### src/rtl/topk_stream_sorter_pkg.sv
// Shared types, default sizing and the width-generic ordering helper for
// the streaming top-K selector.
package topk_stream_sorter_pkg;

  typedef enum logic {
    IDLE,
    FILL
  } topk_state_e;

  localparam int unsigned TOPK_K       = 8;
  localparam int unsigned TOPK_MAX_LEN = 32;
  // Widest element the compare helper supports; callers extend into this.
  localparam int unsigned TOPK_MAXW    = 64;

  // a >= b; operands must already be sign- or zero-extended to TOPK_MAXW.
  function automatic logic topk_ge(input logic [TOPK_MAXW-1:0] a,
                                   input logic [TOPK_MAXW-1:0] b,
                                   input logic                 sign);
    if (sign) return $signed(a) >= $signed(b);
    return a >= b;
  endfunction

endpackage

### src/rtl/topk_stream_sorter_if.sv
// Input beat stream and result stream of topk_stream_sorter.
// TOPK_INDEX_EN adds the per-slot beat index bus out_idx_o.
interface topk_stream_sorter_if #(
  parameter int unsigned DATAWIDTH = 8,
  parameter int unsigned K         = 8
`ifdef TOPK_INDEX_EN
  , parameter int unsigned IDXW    = 5
`endif
);
  localparam int unsigned CNTW = $clog2(K + 1);

  logic                   sign_i;
  logic                   in_valid_i;
  logic                   in_ready_o;
  logic [DATAWIDTH-1:0]   in_data_i;
  logic                   in_last_i;
  logic                   out_valid_o;
  logic                   out_ready_i;
  logic [K*DATAWIDTH-1:0] out_data_o;
  logic [CNTW-1:0]        out_count_o;
  logic                   out_trunc_o;
`ifdef TOPK_INDEX_EN
  logic [K*IDXW-1:0]      out_idx_o;

  modport slave (input  sign_i, in_valid_i, in_data_i, in_last_i, out_ready_i,
                 output in_ready_o, out_valid_o, out_data_o, out_count_o,
                        out_trunc_o, out_idx_o);
  modport master (output sign_i, in_valid_i, in_data_i, in_last_i, out_ready_i,
                  input  in_ready_o, out_valid_o, out_data_o, out_count_o,
                         out_trunc_o, out_idx_o);
`else
  modport slave (input  sign_i, in_valid_i, in_data_i, in_last_i, out_ready_i,
                 output in_ready_o, out_valid_o, out_data_o, out_count_o,
                        out_trunc_o);
  modport master (output sign_i, in_valid_i, in_data_i, in_last_i, out_ready_i,
                  input  in_ready_o, out_valid_o, out_data_o, out_count_o,
                         out_trunc_o);
`endif
endinterface

### src/rtl/topk_insert_slot.sv
// One slot of the descending insertion array: holds, takes the new element,
// or takes its predecessor's contents. TOPK_INDEX_EN adds a beat index.
module topk_insert_slot
  import topk_stream_sorter_pkg::*;
#(
  parameter int unsigned DATAWIDTH = 8
`ifdef TOPK_INDEX_EN
  , parameter int unsigned IDXW    = 5
`endif
) (
  input  logic                 clk_i,
  input  logic                 rst_ni,
  input  logic                 sign_i,
  input  logic                 ins_i,
  input  logic                 clr_i,
  input  logic                 take_new_i,
  input  logic [DATAWIDTH-1:0] new_val_i,
  input  logic [DATAWIDTH-1:0] prev_val_i,
  input  logic                 prev_valid_i,
`ifdef TOPK_INDEX_EN
  input  logic [IDXW-1:0]      new_idx_i,
  input  logic [IDXW-1:0]      prev_idx_i,
  output logic [IDXW-1:0]      idx_o,
  output logic [IDXW-1:0]      idx_nx_o,
`endif
  output logic [DATAWIDTH-1:0] val_o,
  output logic                 valid_o,
  output logic                 ge_o,
  output logic [DATAWIDTH-1:0] val_nx_o,
  output logic                 valid_nx_o
);
  logic [DATAWIDTH-1:0] val_q, val_d;
  logic                 valid_q, valid_d, valid_nx;
`ifdef TOPK_INDEX_EN
  logic [IDXW-1:0]      idx_q, idx_d;
`endif

  function automatic logic [TOPK_MAXW-1:0] ext(input logic [DATAWIDTH-1:0] v,
                                               input logic                 s);
    logic [TOPK_MAXW-1:0] r;
    r = TOPK_MAXW'(v);
    for (int unsigned b = DATAWIDTH; b < TOPK_MAXW; b++) r[b] = s & v[DATAWIDTH-1];
    return r;
  endfunction

  // A valid slot holding a value >= the newcomer stays put (stable ties).
  assign ge_o = valid_q && topk_ge(ext(val_q, sign_i), ext(new_val_i, sign_i), sign_i);

  // Next contents after an insertion; a close clears valid but not the data.
  always_comb begin
    val_d    = val_q;
    valid_nx = valid_q;
`ifdef TOPK_INDEX_EN
    idx_d    = idx_q;
`endif
    if (ins_i && !ge_o) begin
      if (take_new_i) begin
        val_d    = new_val_i;
        valid_nx = 1'b1;
`ifdef TOPK_INDEX_EN
        idx_d    = new_idx_i;
`endif
      end else begin
        val_d    = prev_val_i;
        valid_nx = prev_valid_i;
`ifdef TOPK_INDEX_EN
        idx_d    = prev_idx_i;
`endif
      end
    end
    valid_d = valid_nx && !clr_i;
  end

  // Slot storage.
  always_ff @(posedge clk_i or negedge rst_ni) begin
    if (!rst_ni) begin
      val_q   <= '0;
      valid_q <= 1'b0;
`ifdef TOPK_INDEX_EN
      idx_q   <= '0;
`endif
    end else begin
      val_q   <= val_d;
      valid_q <= valid_d;
`ifdef TOPK_INDEX_EN
      idx_q   <= idx_d;
`endif
    end
  end

  assign val_o      = val_q;
  assign valid_o    = valid_q;
  assign val_nx_o   = val_d;
  assign valid_nx_o = valid_nx;
`ifdef TOPK_INDEX_EN
  assign idx_o      = idx_q;
  assign idx_nx_o   = idx_d;
`endif

endmodule

### src/rtl/topk_stream_sorter.sv
// Streaming top-K selector: inserts one element per beat into a descending
// slot array and hands the list to a separate output register on frame close.
// Optional macro TOPK_INDEX_EN adds per-slot beat indices (out_idx_o).
module topk_stream_sorter
  import topk_stream_sorter_pkg::*;
#(
  parameter int unsigned DATAWIDTH = 8,
  parameter int unsigned K         = TOPK_K,
  parameter int unsigned MAX_LEN   = TOPK_MAX_LEN
) (
  input logic                  clk_i,
  input logic                  rst_ni,
  topk_stream_sorter_if.slave  bus
);
  localparam int unsigned IDXW = $clog2(MAX_LEN);
  localparam int unsigned CNTW = $clog2(K + 1);

  topk_state_e          state_q, state_d;
  logic                 sign_q, sign_d, sign_eff;
  logic [IDXW-1:0]      beat_q, beat_d, cur_idx;
  logic                 accept, close, trunc;

  logic [DATAWIDTH-1:0] val_q [K];
  logic [DATAWIDTH-1:0] val_nx [K];
  logic [DATAWIDTH-1:0] prev_val [K];
  logic                 valid_q [K];
  logic                 valid_nx [K];
  logic                 prev_valid [K];
  logic                 ge [K];
  logic                 take_new [K];
`ifdef TOPK_INDEX_EN
  logic [IDXW-1:0]      idx_q [K];
  logic [IDXW-1:0]      idx_nx [K];
  logic [IDXW-1:0]      prev_idx [K];
  logic [K*IDXW-1:0]    out_idx_q, out_idx_d;
`endif

  logic                 out_valid_q, out_valid_d;
  logic [K*DATAWIDTH-1:0] out_data_q, out_data_d;
  logic [CNTW-1:0]      out_count_q, out_count_d;
  logic                 out_trunc_q, out_trunc_d;

  assign bus.in_ready_o = !out_valid_q || bus.out_ready_i;

  // Frame control: acceptance, close detection and FSM next state.
  always_comb begin
    accept   = bus.in_valid_i && bus.in_ready_o;
    cur_idx  = (state_q == IDLE) ? '0 : beat_q;
    sign_eff = (state_q == IDLE) ? bus.sign_i : sign_q;
    trunc    = accept && !bus.in_last_i && (cur_idx == IDXW'(MAX_LEN - 1));
    close    = accept && (bus.in_last_i || trunc);
    state_d  = state_q;
    sign_d   = sign_q;
    beat_d   = beat_q;
    if (accept) begin
      if (state_q == IDLE) sign_d = bus.sign_i;
      beat_d  = cur_idx + 1'b1;
      state_d = close ? IDLE : FILL;
    end
  end

  // FSM and frame bookkeeping registers.
  always_ff @(posedge clk_i or negedge rst_ni) begin
    if (!rst_ni) begin
      state_q <= IDLE;
      sign_q  <= 1'b0;
      beat_q  <= '0;
    end else begin
      state_q <= state_d;
      sign_q  <= sign_d;
      beat_q  <= beat_d;
    end
  end

  // Chain wiring: slot i loads new if slot i-1 kept its place, else shifts.
  always_comb begin
    take_new[0]   = 1'b1;
    prev_val[0]   = bus.in_data_i;
    prev_valid[0] = 1'b0;
`ifdef TOPK_INDEX_EN
    prev_idx[0]   = cur_idx;
`endif
    for (int unsigned i = 1; i < K; i++) begin
      take_new[i]   = ge[i-1];
      prev_val[i]   = val_q[i-1];
      prev_valid[i] = valid_q[i-1];
`ifdef TOPK_INDEX_EN
      prev_idx[i]   = idx_q[i-1];
`endif
    end
  end

  for (genvar i = 0; i < K; i++) begin : g_slot
    topk_insert_slot #(
      .DATAWIDTH (DATAWIDTH)
`ifdef TOPK_INDEX_EN
      , .IDXW    (IDXW)
`endif
    ) u_slot (
      .clk_i        (clk_i),
      .rst_ni       (rst_ni),
      .sign_i       (sign_eff),
      .ins_i        (accept),
      .clr_i        (close),
      .take_new_i   (take_new[i]),
      .new_val_i    (bus.in_data_i),
      .prev_val_i   (prev_val[i]),
      .prev_valid_i (prev_valid[i]),
`ifdef TOPK_INDEX_EN
      .new_idx_i    (cur_idx),
      .prev_idx_i   (prev_idx[i]),
      .idx_o        (idx_q[i]),
      .idx_nx_o     (idx_nx[i]),
`endif
      .val_o        (val_q[i]),
      .valid_o      (valid_q[i]),
      .ge_o         (ge[i]),
      .val_nx_o     (val_nx[i]),
      .valid_nx_o   (valid_nx[i])
    );
  end

  // Output register: loads the post-insert array on close, empties on drain.
  always_comb begin
    out_valid_d = out_valid_q;
    out_data_d  = out_data_q;
    out_count_d = out_count_q;
    out_trunc_d = out_trunc_q;
`ifdef TOPK_INDEX_EN
    out_idx_d   = out_idx_q;
`endif
    if (close) begin
      out_valid_d = 1'b1;
      out_trunc_d = trunc;
      out_count_d = '0;
      for (int unsigned i = 0; i < K; i++) begin
        out_data_d[i*DATAWIDTH +: DATAWIDTH] = valid_nx[i] ? val_nx[i] : '0;
`ifdef TOPK_INDEX_EN
        out_idx_d[i*IDXW +: IDXW] = valid_nx[i] ? idx_nx[i] : '0;
`endif
        out_count_d = out_count_d + CNTW'(valid_nx[i]);
      end
    end else if (bus.out_ready_i) begin
      out_valid_d = 1'b0;
    end
  end

  // Result holding register.
  always_ff @(posedge clk_i or negedge rst_ni) begin
    if (!rst_ni) begin
      out_valid_q <= 1'b0;
      out_data_q  <= '0;
      out_count_q <= '0;
      out_trunc_q <= 1'b0;
`ifdef TOPK_INDEX_EN
      out_idx_q   <= '0;
`endif
    end else begin
      out_valid_q <= out_valid_d;
      out_data_q  <= out_data_d;
      out_count_q <= out_count_d;
      out_trunc_q <= out_trunc_d;
`ifdef TOPK_INDEX_EN
      out_idx_q   <= out_idx_d;
`endif
    end
  end

  assign bus.out_valid_o = out_valid_q;
  assign bus.out_data_o  = out_data_q;
  assign bus.out_count_o = out_count_q;
  assign bus.out_trunc_o = out_trunc_q;
`ifdef TOPK_INDEX_EN
  assign bus.out_idx_o   = out_idx_q;
`endif

endmodule

### src/flat_wrapper.sv
// flat-port wrapper written by rule: the top's interface ports become plain ports
module topk_stream_sorter_flat import topk_stream_sorter_pkg::*;
#(
  parameter int unsigned DATAWIDTH = 8,
  parameter int unsigned K         = TOPK_K,
  parameter int unsigned MAX_LEN   = TOPK_MAX_LEN
)
  (clk_i, rst_ni, bus_sign_i, bus_in_valid_i, bus_in_data_i, bus_in_last_i, bus_out_ready_i, bus_in_ready_o, bus_out_valid_o, bus_out_data_o, bus_out_count_o, bus_out_trunc_o);
  topk_stream_sorter_if #(.DATAWIDTH(DATAWIDTH), .K(K)) bus_i ();
  input logic clk_i;
  input logic rst_ni;
  input wire logic [$bits(bus_i.sign_i)-1:0] bus_sign_i;
  input wire logic [$bits(bus_i.in_valid_i)-1:0] bus_in_valid_i;
  input wire logic [$bits(bus_i.in_data_i)-1:0] bus_in_data_i;
  input wire logic [$bits(bus_i.in_last_i)-1:0] bus_in_last_i;
  input wire logic [$bits(bus_i.out_ready_i)-1:0] bus_out_ready_i;
  output wire logic [$bits(bus_i.in_ready_o)-1:0] bus_in_ready_o;
  output wire logic [$bits(bus_i.out_valid_o)-1:0] bus_out_valid_o;
  output wire logic [$bits(bus_i.out_data_o)-1:0] bus_out_data_o;
  output wire logic [$bits(bus_i.out_count_o)-1:0] bus_out_count_o;
  output wire logic [$bits(bus_i.out_trunc_o)-1:0] bus_out_trunc_o;
  assign bus_i.sign_i = bus_sign_i;
  assign bus_i.in_valid_i = bus_in_valid_i;
  assign bus_i.in_data_i = bus_in_data_i;
  assign bus_i.in_last_i = bus_in_last_i;
  assign bus_i.out_ready_i = bus_out_ready_i;
  assign bus_in_ready_o = bus_i.in_ready_o;
  assign bus_out_valid_o = bus_i.out_valid_o;
  assign bus_out_data_o = bus_i.out_data_o;
  assign bus_out_count_o = bus_i.out_count_o;
  assign bus_out_trunc_o = bus_i.out_trunc_o;
  topk_stream_sorter #(.DATAWIDTH(DATAWIDTH), .K(K), .MAX_LEN(MAX_LEN)) u_core (.clk_i(clk_i), .rst_ni(rst_ni), .bus(bus_i));
endmodule
### config.mk
export PLATFORM = sky130hd
export DESIGN_NAME = topk_stream_sorter_flat
export DESIGN_NICKNAME = d
export VERILOG_FILES = /design/src/rtl/topk_stream_sorter_pkg.sv /design/src/rtl/topk_stream_sorter_if.sv /design/src/rtl/topk_insert_slot.sv /design/src/rtl/topk_stream_sorter.sv /design/src/flat_wrapper.sv
export SDC_FILE = /design/constraint.sdc
export NUM_CORES = 1
export LEC_CHECK = 0
export BUFFER_PORTS_ARGS = -buffer_cell sky130_fd_sc_hd__buf_4
export CORE_ASPECT_RATIO = 0.7
export CORE_MARGIN = 1
export CORE_UTILIZATION = 55
export DETAILED_ROUTE_END_ITERATION = 10
export PLACE_DENSITY = 0.84
export SLEW_MARGIN = 15
export SYNTH_ARGS = -nofsm -noshare
export SYNTH_HDL_FRONTEND = slang
export SYNTH_SLANG_ARGS = --single-unit
### constraint.sdc
create_clock -name clk_i -period 8.8 [get_ports clk_i]
set_clock_uncertainty 0.05 [all_clocks]
set_input_delay 1.76 -clock clk_i [delete_from_list [all_inputs] [get_ports clk_i]]
set_output_delay 1.76 -clock clk_i [all_outputs]
set_load 0.02 [all_outputs]
==> flow_summary.toml <==
[status]
outcome = "complete, no violations"

[job]
cap_violations = 0

[placed_design]
place_hpwl_mm = 19.8
dp_slack_ns = 1.39
io_buffer_count = 84
gp_congestion = 0.953

[clock_tree]
cts-hold-fix-buffers = 0
cts_buffers = 17
clk_pin_slew_ns = 0.06
h-tree-depth = 4
clockRootBuffer = "clkbuf_16"
cts_buffer_depth = 2
cts_tree = "built"
ctsResizeCount = 0
post_cts_buffers = 0
cts_sinks = 149
clk_latency_ns = 0.43

[global_route]
grt_use_total = 0.311
grt_first_pass_wirelength_mm = 44.6
grt_max_degree = 78
antenna_found_initial = 0
grt.overflow.total = 0
grt_pass1_vias = 8142

[yosys]
synth_top_area_cell = "dfrtp_1"
synth_edf_count = 0
async_flop_share = 1.00
yosys_warnings = 0
synth_common_cells = "dfrtp_1 (149), nand2_1 (116), a21oi_1 (81)"
synth.cell_area_um2 = 10000
syn_area_per_cell_um2 = 9.84
synth_seq_area_share = 0.371
synth.top_cell.area_share = 0.371
synth.net_count = 1124
synth_cell_types = 69
yosysMostFrequentCell = "dfrtp_1"
syn_inst = 1021
synth-main-ff-cell = "dfrtp_1"
synth_area_leaders = "dfrtp_1 (37%), ha_1 (9.6%), mux2i_1 (7.2%)"
ys_seq_elements = 149

[sta]
period_needed_ns = 7.03
finalHoldViolations = 0
finalCritPeriodShare = 0.799
fin_ws_ns = 1.77
setup_total_negative_slack_ns = 0
rsz0062_at_grt = "no"
setup_viol = 0
tightest_slew_ns = 0.952
fmax_mhz = 142
slew_headroom = 0.365
maxSlewViolCount = 0

[worst_setup_path]
cp_slowest_cell = "fa_1"
max_stage_delay_ns = 0.49
path_class = "in2reg"
worstReg2RegStart = "u_core.state_q"
cp_max_fo = 14
crit_cells = 23
reg2reg_depth = 20
r2r-end = "u_core.bus.out_count_o[1]"
crit_end = "u_core.bus.out_count_o[1]"
reg2reg_slack_ns = 2.89
crit_start = "bus_in_data_i[1]"
cp.required_ns = 9.10
cp_top_family = "adder cells"
critPathLaunchType = "input pin"
path_cells = "buf_4, inv_1, ha_1, nor2b_2, o2111ai_2, a21oi_1, a211oi_2, inv_1, fa_1, xnor2_1, xnor2_2, a21oi_4, o21ai_0, nand2_1, ha_1, inv_1, fa_1, fa_1, inv_1, fa_1, inv_1, fa_1, o21ai_0"
crit_buf_inv = 6
cp.arrival_ns = 7.33
cp-end-kind = "flip-flop"

[floorplan]
die_area_um2 = 18800
initial_core_util = 0.574
die_y_um = 115
rows = 40
fp.coreArea_um2 = 17500
die_x_um = 164
ios = 85

[pwr]
power.density_nw_per_um2 = 403
p_leak_nw = 5.14
ir_drop_uv = 194

[final_layout]
drive_above_1_share = 0.190
nets = 1187
fillerInstances = 1385
area_delta_synth_final_pct = 13.2
n_antenna_cell = 0

[routing]
wl_per_cell_um = 21.1
vias_per_cell = 6.32
drt_iter0_markers = 892
drtPass1Iterations = 8
routed_wl_mm = 28.1
drc = 0
ant_nets = 0
vias = 8390

[hold_path]
hold_path_class = "reg2reg"
whs_path_depth = 2
## worst min-delay path: cells and delay by family, from the launching register on
kind	cells	cell delay (ns)
flops	1	0.34
simple gates	2	0.10
## how the worst min path moves through the flow
stage / start / end / slack [ns]
3_5_place_dp: u_core.bus.out_count_o[0] / u_core.bus.out_count_o[0] / 0.42
3_3_place_gp: u_core.beat_q[4] / u_core.beat_q[4] / 0.40
4_1_cts: u_core.bus.out_count_o[3] / u_core.bus.out_count_o[3] / 0.43
6_report: u_core.bus.out_count_o[0] / u_core.bus.out_count_o[0] / 0.43
2_1_floorplan: u_core.beat_q[4] / u_core.beat_q[4] / 0.39
5_1_grt: u_core.bus.out_count_o[0] / u_core.bus.out_count_o[0] / 0.45
## registers in the layout, summed over array words and instances, names as in the netlist
signal,flops
u_core.g_slot.u_slot.val_o,64
u_core.bus.out_data_o,64
u_core.bus.out_trunc_o,1
u_core.sign_q,1
u_core.state_q,1
u_core.g_slot.u_slot.valid_o,8
u_core.bus.out_count_o,4
u_core.bus.out_valid_o,1
u_core.beat_q,5
## through the flow
stage	hold slack (ns)	cell area [um^2]	power, W	utilization	instances
final	0.427	11400	0.00458	0.649	1327
after CTS	0.432	11400	0.00453	0.649	1327
after global routing	0.454	11400	0.00485	0.649	1327
after floorplan	0.388	10000	0.00305	-	1021
after detailed placement	0.418	10800	0.00377	0.616	1296
after global placement	0.402	10800	0.00369	0.616	1296
## power by group
part           switching [W]  total, W  internal (W)
registers           0.000359   0.00134      0.000977
logic                0.00142   0.00251       0.00109
clock network       0.000285  0.000736      0.000451
## cells in the final DEF, fill, tap and decap left out, drive strengths merged, types with 10 or more instances in the layout
cell	count
nand2	117
buf	96
o211ai	19
and2	20
o221ai	10
a31oi	12
ha	77
nand4	14
dfrtp	149
clkbuf	23
nor2	79
fa	12
nand3	33
mux2	57
mux2i	72
inv	39
a21oi	87
nand2b	10
o21ai	63
## layer usage
metal  track usage  wire length [um]  up-vias
met3        0.0707              2870       69
met1         0.454             12200     4068
met2         0.457             12400      439
met4         0.101               594        0
met5             0                 0        -
li1              -                 -     3814
## final cells by class
type	instances	area (um^2)	area share
clock inverter	8	126	0.0111
sequential	149	3730	0.328
clock buffer	23	458	0.0403
tap	231	289	0.0254
inverter	39	146	0.0129
timing repair buffer	96	724	0.0637
multi-input combinational	781	5900	0.519
## kinds of logic (layout without fill, tap and decap cells)
group,Yosys count,count (layout),share of synthesized area
AOI/OAI and AO/OA,246,246,0.166
muxes,129,129,0.142
xor gates and xnor gates,10,10,0.0102
DFF,149,149,0.371
buffers and inverters,91,166,0.0436
and+or+nand+nor,307,307,0.147
adders and majority gates,89,89,0.120
(Power assumes the default switching activity.)
